**src/rtl/bcd_operand_entry.sv**
```systemverilog
// Operand-entry FSM: turns PS/2 make codes into two BCD operands and a one-cycle load pulse.
// Optional build macro KEYPAD_DIGITS_EN also accepts numeric-keypad digit codes.
module bcd_operand_entry #(
    parameter int unsigned TIMEOUT_CYCLES = 500_000_000,
    parameter int unsigned CNT_W          = 29
) (
    input  logic       clk,
    input  logic       rst,
    input  logic       key_down_onepulse,
    input  logic [8:0] last_change,
    output logic [3:0] augend_BCD,
    output logic [3:0] addend_BCD,
    output logic       load,
    output logic [1:0] entry_state
);

    typedef enum logic [1:0] {
        StAug   = 2'd0,
        StAdd   = 2'd1,
        StReady = 2'd2,
        StDone  = 2'd3
    } state_e;

    localparam logic [CNT_W-1:0] CntMax = CNT_W'(TIMEOUT_CYCLES - 1);

    state_e           state_q, state_d;
    logic [3:0]       augend_q, augend_d;
    logic [3:0]       addend_q, addend_d;
    logic             load_q, load_d;
    logic [CNT_W-1:0] cnt_q, cnt_d;

    logic       is_digit, is_enter, is_bksp, is_esc, key_known;
    logic [3:0] digit_val;

    always_comb begin
        is_digit  = 1'b1;
        digit_val = 4'd0;
        case (last_change)
            9'h045: digit_val = 4'd0;
            9'h016: digit_val = 4'd1;
            9'h01E: digit_val = 4'd2;
            9'h026: digit_val = 4'd3;
            9'h025: digit_val = 4'd4;
            9'h02E: digit_val = 4'd5;
            9'h036: digit_val = 4'd6;
            9'h03D: digit_val = 4'd7;
            9'h03E: digit_val = 4'd8;
            9'h046: digit_val = 4'd9;
`ifdef KEYPAD_DIGITS_EN
            9'h070: digit_val = 4'd0;
            9'h069: digit_val = 4'd1;
            9'h072: digit_val = 4'd2;
            9'h07A: digit_val = 4'd3;
            9'h06B: digit_val = 4'd4;
            9'h073: digit_val = 4'd5;
            9'h074: digit_val = 4'd6;
            9'h06C: digit_val = 4'd7;
            9'h075: digit_val = 4'd8;
            9'h07D: digit_val = 4'd9;
`endif
            default: is_digit = 1'b0;
        endcase
        is_enter  = (last_change == 9'h05A) || (last_change == 9'h15A);
        is_bksp   = (last_change == 9'h066);
        is_esc    = (last_change == 9'h076);
        key_known = key_down_onepulse && (is_digit || is_enter || is_bksp || is_esc);
    end

    always_comb begin
        state_d  = state_q;
        augend_d = augend_q;
        addend_d = addend_q;
        load_d   = 1'b0;
        cnt_d    = '0;
        if (key_known) begin
            // Any recognised key restarts the idle window, even if the state ignores it.
            if (is_esc) begin
                augend_d = 4'd0;
                addend_d = 4'd0;
                state_d  = StAug;
            end else begin
                case (state_q)
                    StAug: begin
                        if (is_digit) begin
                            augend_d = digit_val;
                            state_d  = StAdd;
                        end
                    end
                    StAdd: begin
                        if (is_digit) begin
                            addend_d = digit_val;
                            state_d  = StReady;
                        end else if (is_bksp) begin
                            augend_d = 4'd0;
                            state_d  = StAug;
                        end
                    end
                    StReady: begin
                        if (is_digit) begin
                            addend_d = digit_val;
                        end else if (is_enter) begin
                            load_d  = 1'b1;
                            state_d = StDone;
                        end else if (is_bksp) begin
                            addend_d = 4'd0;
                            state_d  = StAdd;
                        end
                    end
                    StDone: begin
                        if (is_digit) begin
                            augend_d = digit_val;
                            addend_d = 4'd0;
                            state_d  = StAdd;
                        end else if (is_enter) begin
                            load_d = 1'b1;
                        end
                    end
                    default: state_d = StAug;
                endcase
            end
        end else if (state_q == StAdd || state_q == StReady) begin
            if (cnt_q == CntMax) begin
                augend_d = 4'd0;
                addend_d = 4'd0;
                state_d  = StAug;
            end else begin
                cnt_d = cnt_q + CNT_W'(1);
            end
        end
    end

    always_ff @(posedge clk) begin
        if (rst) begin
            state_q  <= StAug;
            augend_q <= 4'd0;
            addend_q <= 4'd0;
            load_q   <= 1'b0;
            cnt_q    <= '0;
        end else begin
            state_q  <= state_d;
            augend_q <= augend_d;
            addend_q <= addend_d;
            load_q   <= load_d;
            cnt_q    <= cnt_d;
        end
    end

    assign augend_BCD  = augend_q;
    assign addend_BCD  = addend_q;
    assign load        = load_q;
    assign entry_state = state_q;

endmodule

```
**config.mk**
```make
export PLATFORM = sky130hd
export DESIGN_NAME = bcd_operand_entry
export DESIGN_NICKNAME = d
export VERILOG_FILES = /design/src/rtl/bcd_operand_entry.sv
export SDC_FILE = /design/constraint.sdc
export NUM_CORES = 1
export LEC_CHECK = 0
export CAP_MARGIN = 20
export CORE_ASPECT_RATIO = 1.2
export CORE_MARGIN = 5
export CORE_UTILIZATION = 55
export DETAILED_ROUTE_END_ITERATION = 8
export HOLD_SLACK_MARGIN = 0.1
export PLACE_DENSITY = 0.78
export SETUP_SLACK_MARGIN = 0.2
export SYNTH_ARGS = -nofsm -noshare
export SYNTH_HDL_FRONTEND = slang
export SYNTH_SLANG_ARGS = --single-unit
```
**constraint.sdc**
```tcl
create_clock -name clk -period 5.4 [get_ports clk]
set_input_delay 1.08 -clock clk [delete_from_list [all_inputs] [get_ports clk]]
set_output_delay 1.08 -clock clk [all_outputs]
set_load 0.005 [all_outputs]
```
==> impl_results.md, run 1 <==
- Syn. warnings: 0
- CTS tree: built
- Max cap viols: 0
- Starting Density: 57.2%
- Crit path launch type: primary input
- CP peak stage delay: between 0.6 and 0.7 ns
- Req. time, crit path: 5.63 ns
- Root Buffer: clkbuf_8
- Synth cell count leaders: dfxtp_1 (40), nor2_1 (37), nand2_1 (29), xor2_1 (16), nand3_1 (15)
- Hold Fails Final Rpt: 0
- Hold-fix buffer count after cts: 0
- Met3 WL post-DR: 96 um
- Synthesis-to-finish area growth: 15.2%
- Post-Syn Nets: 287
- R2R Setup Slk: 3.19 ns
- IO buf count: 22
- Final wirelength: 4750 um
- Min-Delay Endpoint: augend_BCD[0]
- Synth Register Bits: 40
- Outcome: completed
- Crit path kind: primary input to flip-flop
- Avg Cell Area, Syn: ~8.3 um^2
- Wirelength per Cell: ~14 um
- Post-CTS Setup Inserts: 0
- Clock Skew: ~0.012 ns
- CP max stage cell: clkdlybuf4s50_1
- CP top delay family: compound AO/OA/AOI/OAI gates
- Htree depth: 2
- Worst R2R Start: cnt_q[0]
- Count leader, synth: dfxtp_1
- Number of global-route vias before repair: 1,894
- Crit Reg-Reg Endpoint: cnt_q[28]
- Worst slew margin: 49.8%
- Yosys top cell area share: 35.5%
- Rows: 25
- Global placer's final weighted congestion: 0.846
- Vias: around 1,900
- Post-synth top flop: dfxtp_1
- VDD IR-drop max: 175 uV
- CORE AREA: 3940 um^2
- Post-synth EDFFs: 0
- Setup violators final: 0
- LEAKAGE: 0.837 nW
- Pwr/cell area: 223 nW/um^2
- N_diodes: 0
- WHS Path Cells: 2
- Sum of negative setup slack: 0 ns
- Worst Max-Slew Pin Slew: roughly 0.75 ns
- Final period util: 61.1%
- Drt via density: 5.47
- Buf+Inv Stages, Crit Path: 1
- Hpwl dp: 3500 um
- Initial antenna violation count: 0
- Async SR Flop Fraction: 0%
- Initial DRC count: between 80 and 90
- Drt pass-1 iters: 4
- Global Route Usage Sum: 19.6%
- Metal2 WL: approximately 2500 um
- Pin count of the biggest net entering global routing: 30
- RSZ-0062 raised after global routing: no
- Fraction of layout instances using a drive strength above 1: 8.22%
- Power Total: 580 uW
- Clk buf depth: 2
- Synth Cell Area: 2260 um^2
- Worst EP arrival: 3.53 ns
- Synth area leader: dfxtp_1
- Top routing layer in use: met4
- FMAX: about 300 MHz
- Die area: 5490 um^2
- Gr ovfl total: 0
- Sequential area share after synthesis: between 30 and 40%
- CP Max Fanout: 13
- Cts repair resizes: 0
- Sink Count: 40
- Pins Over Slew Limit: 0
- Die height: about 80 um
- Synth unique cells: 48
- Post-Syn Instances: 271
- Crit path time final: 3.30 ns
- R2r worst-path depth: 7
- CTS buffer count: 5
- Nets: ~310
- First-pass GRT wire length: 8290 um
- Routed length on met1: 2060 um
- Area contributors post-synth: dfxtp_1 (35%), xor2_1 (6.2%), nor2_1 (6.2%), xnor2_1 (5.4%), nand2_1 (4.8%)
- Die Wd: ~70 um
- CP Capture Type: flip-flop
- Hold_sp: augend_BCD[0]
- CP Cell Sequence: clkdlybuf4s50_1 > xor2_1 > a32o_1 > o21ai_0 > o21ai_0 > a2bb2oi_2 > mux2i_1
- Worst-Skew Late Latency: 0.30 ns
- Antenna Nets Post-Route: 0
- Residual DRC: 0
- Most used cell along the critical path: o21ai_0
- I/O Pins: 23
- Clock slew at reported path FFs: 0.09 ns
- HP Class: flip-flop to flip-flop
flip-flops by register name (all words and copies together) (netlist names):
signal / flops
cnt_q: 29
addend_BCD: 4
load: 1
entry_state: 2
augend_BCD: 4
worst max path at each step:
| stage | startpoint | to | depth (start not counted) |
|---|---|---|---|
| floorplan | last_change[6] | cnt_q[27] | 9 |
| global placement | last_change[5] | augend_BCD[1] | 7 |
| detailed placement | last_change[5] | augend_BCD[1] | 7 |
| CTS | last_change[5] | augend_BCD[1] | 7 |
| global route | last_change[5] | augend_BCD[0] | 7 |
| finish | last_change[5] | augend_BCD[3] | 7 |
metal layers:
| metal | vias to the layer above | track usage (%) |
|---|---|---|
| li1 | 980 | - |
| met1 | 886 | 22.8 |
| met2 | 20 | 34.8 |
| met3 | 7 | 3.50 |
| met4 | 0 | 7.16 |
| met5 | - | 0 |
logic make-up (layout without fill, tap and decap cells):
logic type,count (synthesis),count (layout),synth area share (%)
AND/OR/NAND/NOR,143,143,33.3
flip-flops,40,40,35.5
XOR/XNOR,30,30,11.6
AO/OA/AOI/OAI,28,28,9.10
buffers and inverters,16,37,3.83
multiplexers,10,10,4.44
adder cells (fa/ha/maj),4,4,2.22
power breakdown:
group | switching (mW) | internal (mW) | leakage (nW)
Clock | 0.111 | 0.139 | 0.0548
Combinational | 0.0188 | 0.0165 | 0.460
Sequential | 0.000140 | 0.295 | 0.322
Total | 0.130 | 0.450 | 0.837
placed cells by master, fill, tap and decap left out, drive strengths merged, types with 2 or more instances in the layout:
| master | synthesis | layout |
|---|---|---|
| xnor2 | 14 | 14 |
| nor4 | 7 | 7 |
| xor2 | 16 | 16 |
| clkdlybuf4s50 | 0 | 22 |
| nor2 | 44 | 44 |
| clkbuf | 3 | 5 |
| a21oi | 7 | 7 |
| and4bb | 3 | 3 |
| nand3 | 15 | 15 |
| o32ai | 2 | 2 |
| nand2b | 7 | 7 |
| mux2i | 10 | 10 |
| and2 | 3 | 3 |
| a2bb2oi | 2 | 2 |
| and3 | 9 | 9 |
| nor3 | 6 | 6 |
| ha | 4 | 4 |
| o21ai | 8 | 8 |
| inv | 7 | 8 |
| nand2 | 29 | 29 |
| nor2b | 4 | 4 |
| nand4 | 6 | 6 |
| dfxtp | 40 | 40 |
layout make-up:
class / count / area [um^2]
multi-input combinational: 215 / 1370
clock inverter: 3 / 46.3
sequential: 40 / 801
timing repair buffer: 22 / 220
fill: 365 / 1340
clock buffer: 5 / 68.8
inverter: 7 / 26.3
tap: 54 / 67.6
worst reg2reg max path, delay by kind of cell, from the launching register on:
kind	cells	cell delay, ns
DFF	1	0.39
and+or+nand+nor	5	1.29
xor gates and xnor gates	1	0.17
adders and majority gates	1	0.24
per-stage QoR:
| stage | hold slack (ns) | cell area [um^2] | utilization [%] | cells | setup WS (ns) |
|---|---|---|---|---|---|
| floorplan | 0.438 | 2260 | - | 271 | 2.64 |
| global placement | 0.447 | 2480 | 63.0 | 338 | 1.92 |
| detailed placement | 0.451 | 2480 | 63.0 | 338 | 1.82 |
| CTS | 0.466 | 2600 | 65.9 | 346 | 2.14 |
| global route | 0.487 | 2600 | 65.9 | 346 | 1.85 |
| finish | 0.468 | 2600 | 65.9 | 346 | 2.10 |
Power figures use the tool's default switching activity.
==> run 2: changes to the inputs <==
- clock period: 5.4 -> 3.35 ns (I/O delays scaled with it)
==> impl_results.md, run 2 (synthesis results as in run 1) <==
- Clk buf depth: 2 (unchanged)
- Design area: 2610 um^2 (was 2600 um^2)
- I/O Pins: 23 (unchanged)
- LEAKAGE: 0.848 nW (was 0.837 nW)
- VDD IR-drop max: 273 uV (was 175 uV)
- Sum of negative setup slack: 0 ns (unchanged)
- Worst R2R Start: cnt_q[13] (was cnt_q[0])
- Cts repair resizes: 0 (unchanged)
- Starting Density: 57.2% (unchanged)
- Max cap viols: 0 (unchanged)
- R2r worst-path depth: 6 (was 7)
- Hold Fails Final Rpt: 0 (unchanged)
- CP Max Fanout: 13 (unchanged)
- Clock slew at reported path FFs: 0.08 ns (was 0.09 ns)
- Die area: 5490 um^2 (unchanged)
- Worst-Skew Late Latency: 0.29 ns (was 0.30 ns)
- Setup violators final: 0 (unchanged)
- Worst EP arrival: 3.10 ns (was 3.53 ns)
- FMAX: 348 MHz
- IO buf count: 22 (unchanged)
- Antenna Nets Post-Route: 0 (unchanged)
- N_diodes: 0 (unchanged)
- Drt pass-1 iters: 4 (unchanged)
- Vias: 1,912 (was 1,893)
- Most common cell after layout, fill and taps aside: dfxtp_1 (unchanged)
- Worst Max-Slew Pin Slew: 0.721 ns (was 0.746 ns)
- Pin count of the biggest net entering global routing: 30 (unchanged)
- Pwr/cell area: 359 nW/um^2 (was 223 nW/um^2)
- R2R Setup Slk: 1.11 ns (was 3.19 ns)
- Req. time, crit path: 3.58 ns (was 5.63 ns)
- Crit path time final: 2.87 ns
- Htree depth: 2 (unchanged)
- Clock Skew: 0.00993 ns (was 0.0115 ns)
- Drt via density: 5.51 (was 5.47)
- Synthesis-to-finish area growth: 15.8% (was 15.2%)
- Final wirelength: 4740 um (was 4750 um)
- Outcome: completed (unchanged)
- Worst slew margin: 51.5% (was 49.8%)
- Nets: 308 (was 307)
- Fraction of layout instances using a drive strength above 1: 8.53% (was 8.22%)
- HP Class: flip-flop to flip-flop (unchanged)
- Crit Reg-Reg Endpoint: augend_BCD[0] (was cnt_q[28])
- Hpwl dp: 3600 um (was 3500 um)
- Initial DRC count: 77 (was 88)
- Global Route Usage Sum: 19.3% (was 19.6%)
- CTS buffer count: 5 (unchanged)
- WHS Path Cells: 2 (unchanged)
- Pins Over Slew Limit: 0 (unchanged)
- Crit path launch type: primary input (unchanged)
- Wirelength per Cell: 13.7 um (about the same)
- Area post-placement: 2490 um^2 (was 2480 um^2)
- Final period util: 85.7%
- Gr ovfl total: 0 (unchanged)
- CORE AREA: 3940 um^2 (unchanged)
- Residual DRC: 0 (unchanged)
- Largest Register: cnt_q (unchanged)
- Largest register FFs: 29 (unchanged)
- Global placer's final weighted congestion: 0.835 (was 0.846)
- Die Wd: 68.5 um (unchanged)
- Post-CTS Setup Inserts: 0 (unchanged)
- CP Capture Type: flip-flop (unchanged)
- Most frequent cells in the layout: dfxtp_1 (40), nor2_1 (37), nand2_1 (29), clkdlybuf4s50_1 (22), xor2_1 (16) (unchanged)
- Min-Delay Endpoint: addend_BCD[2] (was augend_BCD[0])
- Initial antenna violation count: 0 (unchanged)
- Root Buffer: clkbuf_8 (unchanged)
- First-pass GRT wire length: 8180 um (was 8290 um)
- Hold-fix buffer count after cts: 0 (unchanged)
- CTS tree: built (unchanged)
- Hold_sp: addend_BCD[2] (was augend_BCD[0])
- Rows: 25 (unchanged)
- Sink Count: 40 (unchanged)
- Die height: 80.2 um (unchanged)
- Number of global-route vias before repair: 1,838 (was 1,894)
- RSZ-0062 raised after global routing: no (unchanged)
- Crit path kind: primary input to flip-flop (unchanged)
-- run 2: worst max path at each step --
stage                               from       endpoint  slack (ns)  depth (start not counted)
after CTS                 last_change[5]  augend_BCD[0]        0.49                          7
after floorplan           last_change[6]      cnt_q[27]         1.0                          9
after global placement    last_change[5]  augend_BCD[0]        0.29                          7
final                     last_change[5]  augend_BCD[0]        0.48                          7
after detailed placement  last_change[5]  augend_BCD[0]        0.17                          7
after global routing      last_change[5]  augend_BCD[2]        0.25                          7
-- run 2: where the power goes --
group / internal (mW) / switching (mW) / leakage (nW)
Clock: 0.243 / 0.163 / 0.0614
Sequential: 0.475 / 0.000223 / 0.322
Combinational: 0.0266 / 0.0306 / 0.464
-- run 2: critical path, stage by stage --
cell             delay (ns)
clkdlybuf4s50_1        0.61
xor2_1                 0.25
a32o_1                 0.28
o21ai_0                0.52
o21ai_0                0.22
a2bb2oi_2              0.33
mux2i_1                0.22
-- run 2: per-layer routing --
| layer | track usage (%) | routed length [um] | vias to the layer above |
|---|---|---|---|
| li1 | - | - | 987 |
| met1 | 21.3 | 1940 | 886 |
| met2 | 34.6 | 2550 | 30 |
| met3 | 4.90 | 177 | 9 |
| met4 | 6.56 | 80 | 0 |
| met5 | 0 | 0 | - |
-- run 2: cell type report --
| type | count | area, um^2 |
|---|---|---|
| Inverter | 7 | 26.3 |
| Clock buffer | 6 | 82.6 |
| Sequential cell | 40 | 801 |
| Fill cell | 343 | 1330 |
| Tap cell | 54 | 67.6 |
| Multi-Input combinational cell | 215 | 1370 |
| Clock inverter | 2 | 38.8 |
| Timing Repair Buffer | 23 | 228 |
-- run 2: stage by stage --
stage / instances / power (mW) / util, % / setup slack, ns / hold WS [ns]
after floorplan: 271 / 0.522 / - / 0.996 / 0.438
after global placement: 339 / 0.543 / 63.2 / 0.290 / 0.448
after detailed placement: 339 / 0.543 / 63.2 / 0.175 / 0.453
after CTS: 347 / 0.946 / 66.3 / 0.494 / 0.468
after global routing: 347 / 0.972 / 66.3 / 0.253 / 0.485
final: 347 / 0.939 / 66.3 / 0.479 / 0.467
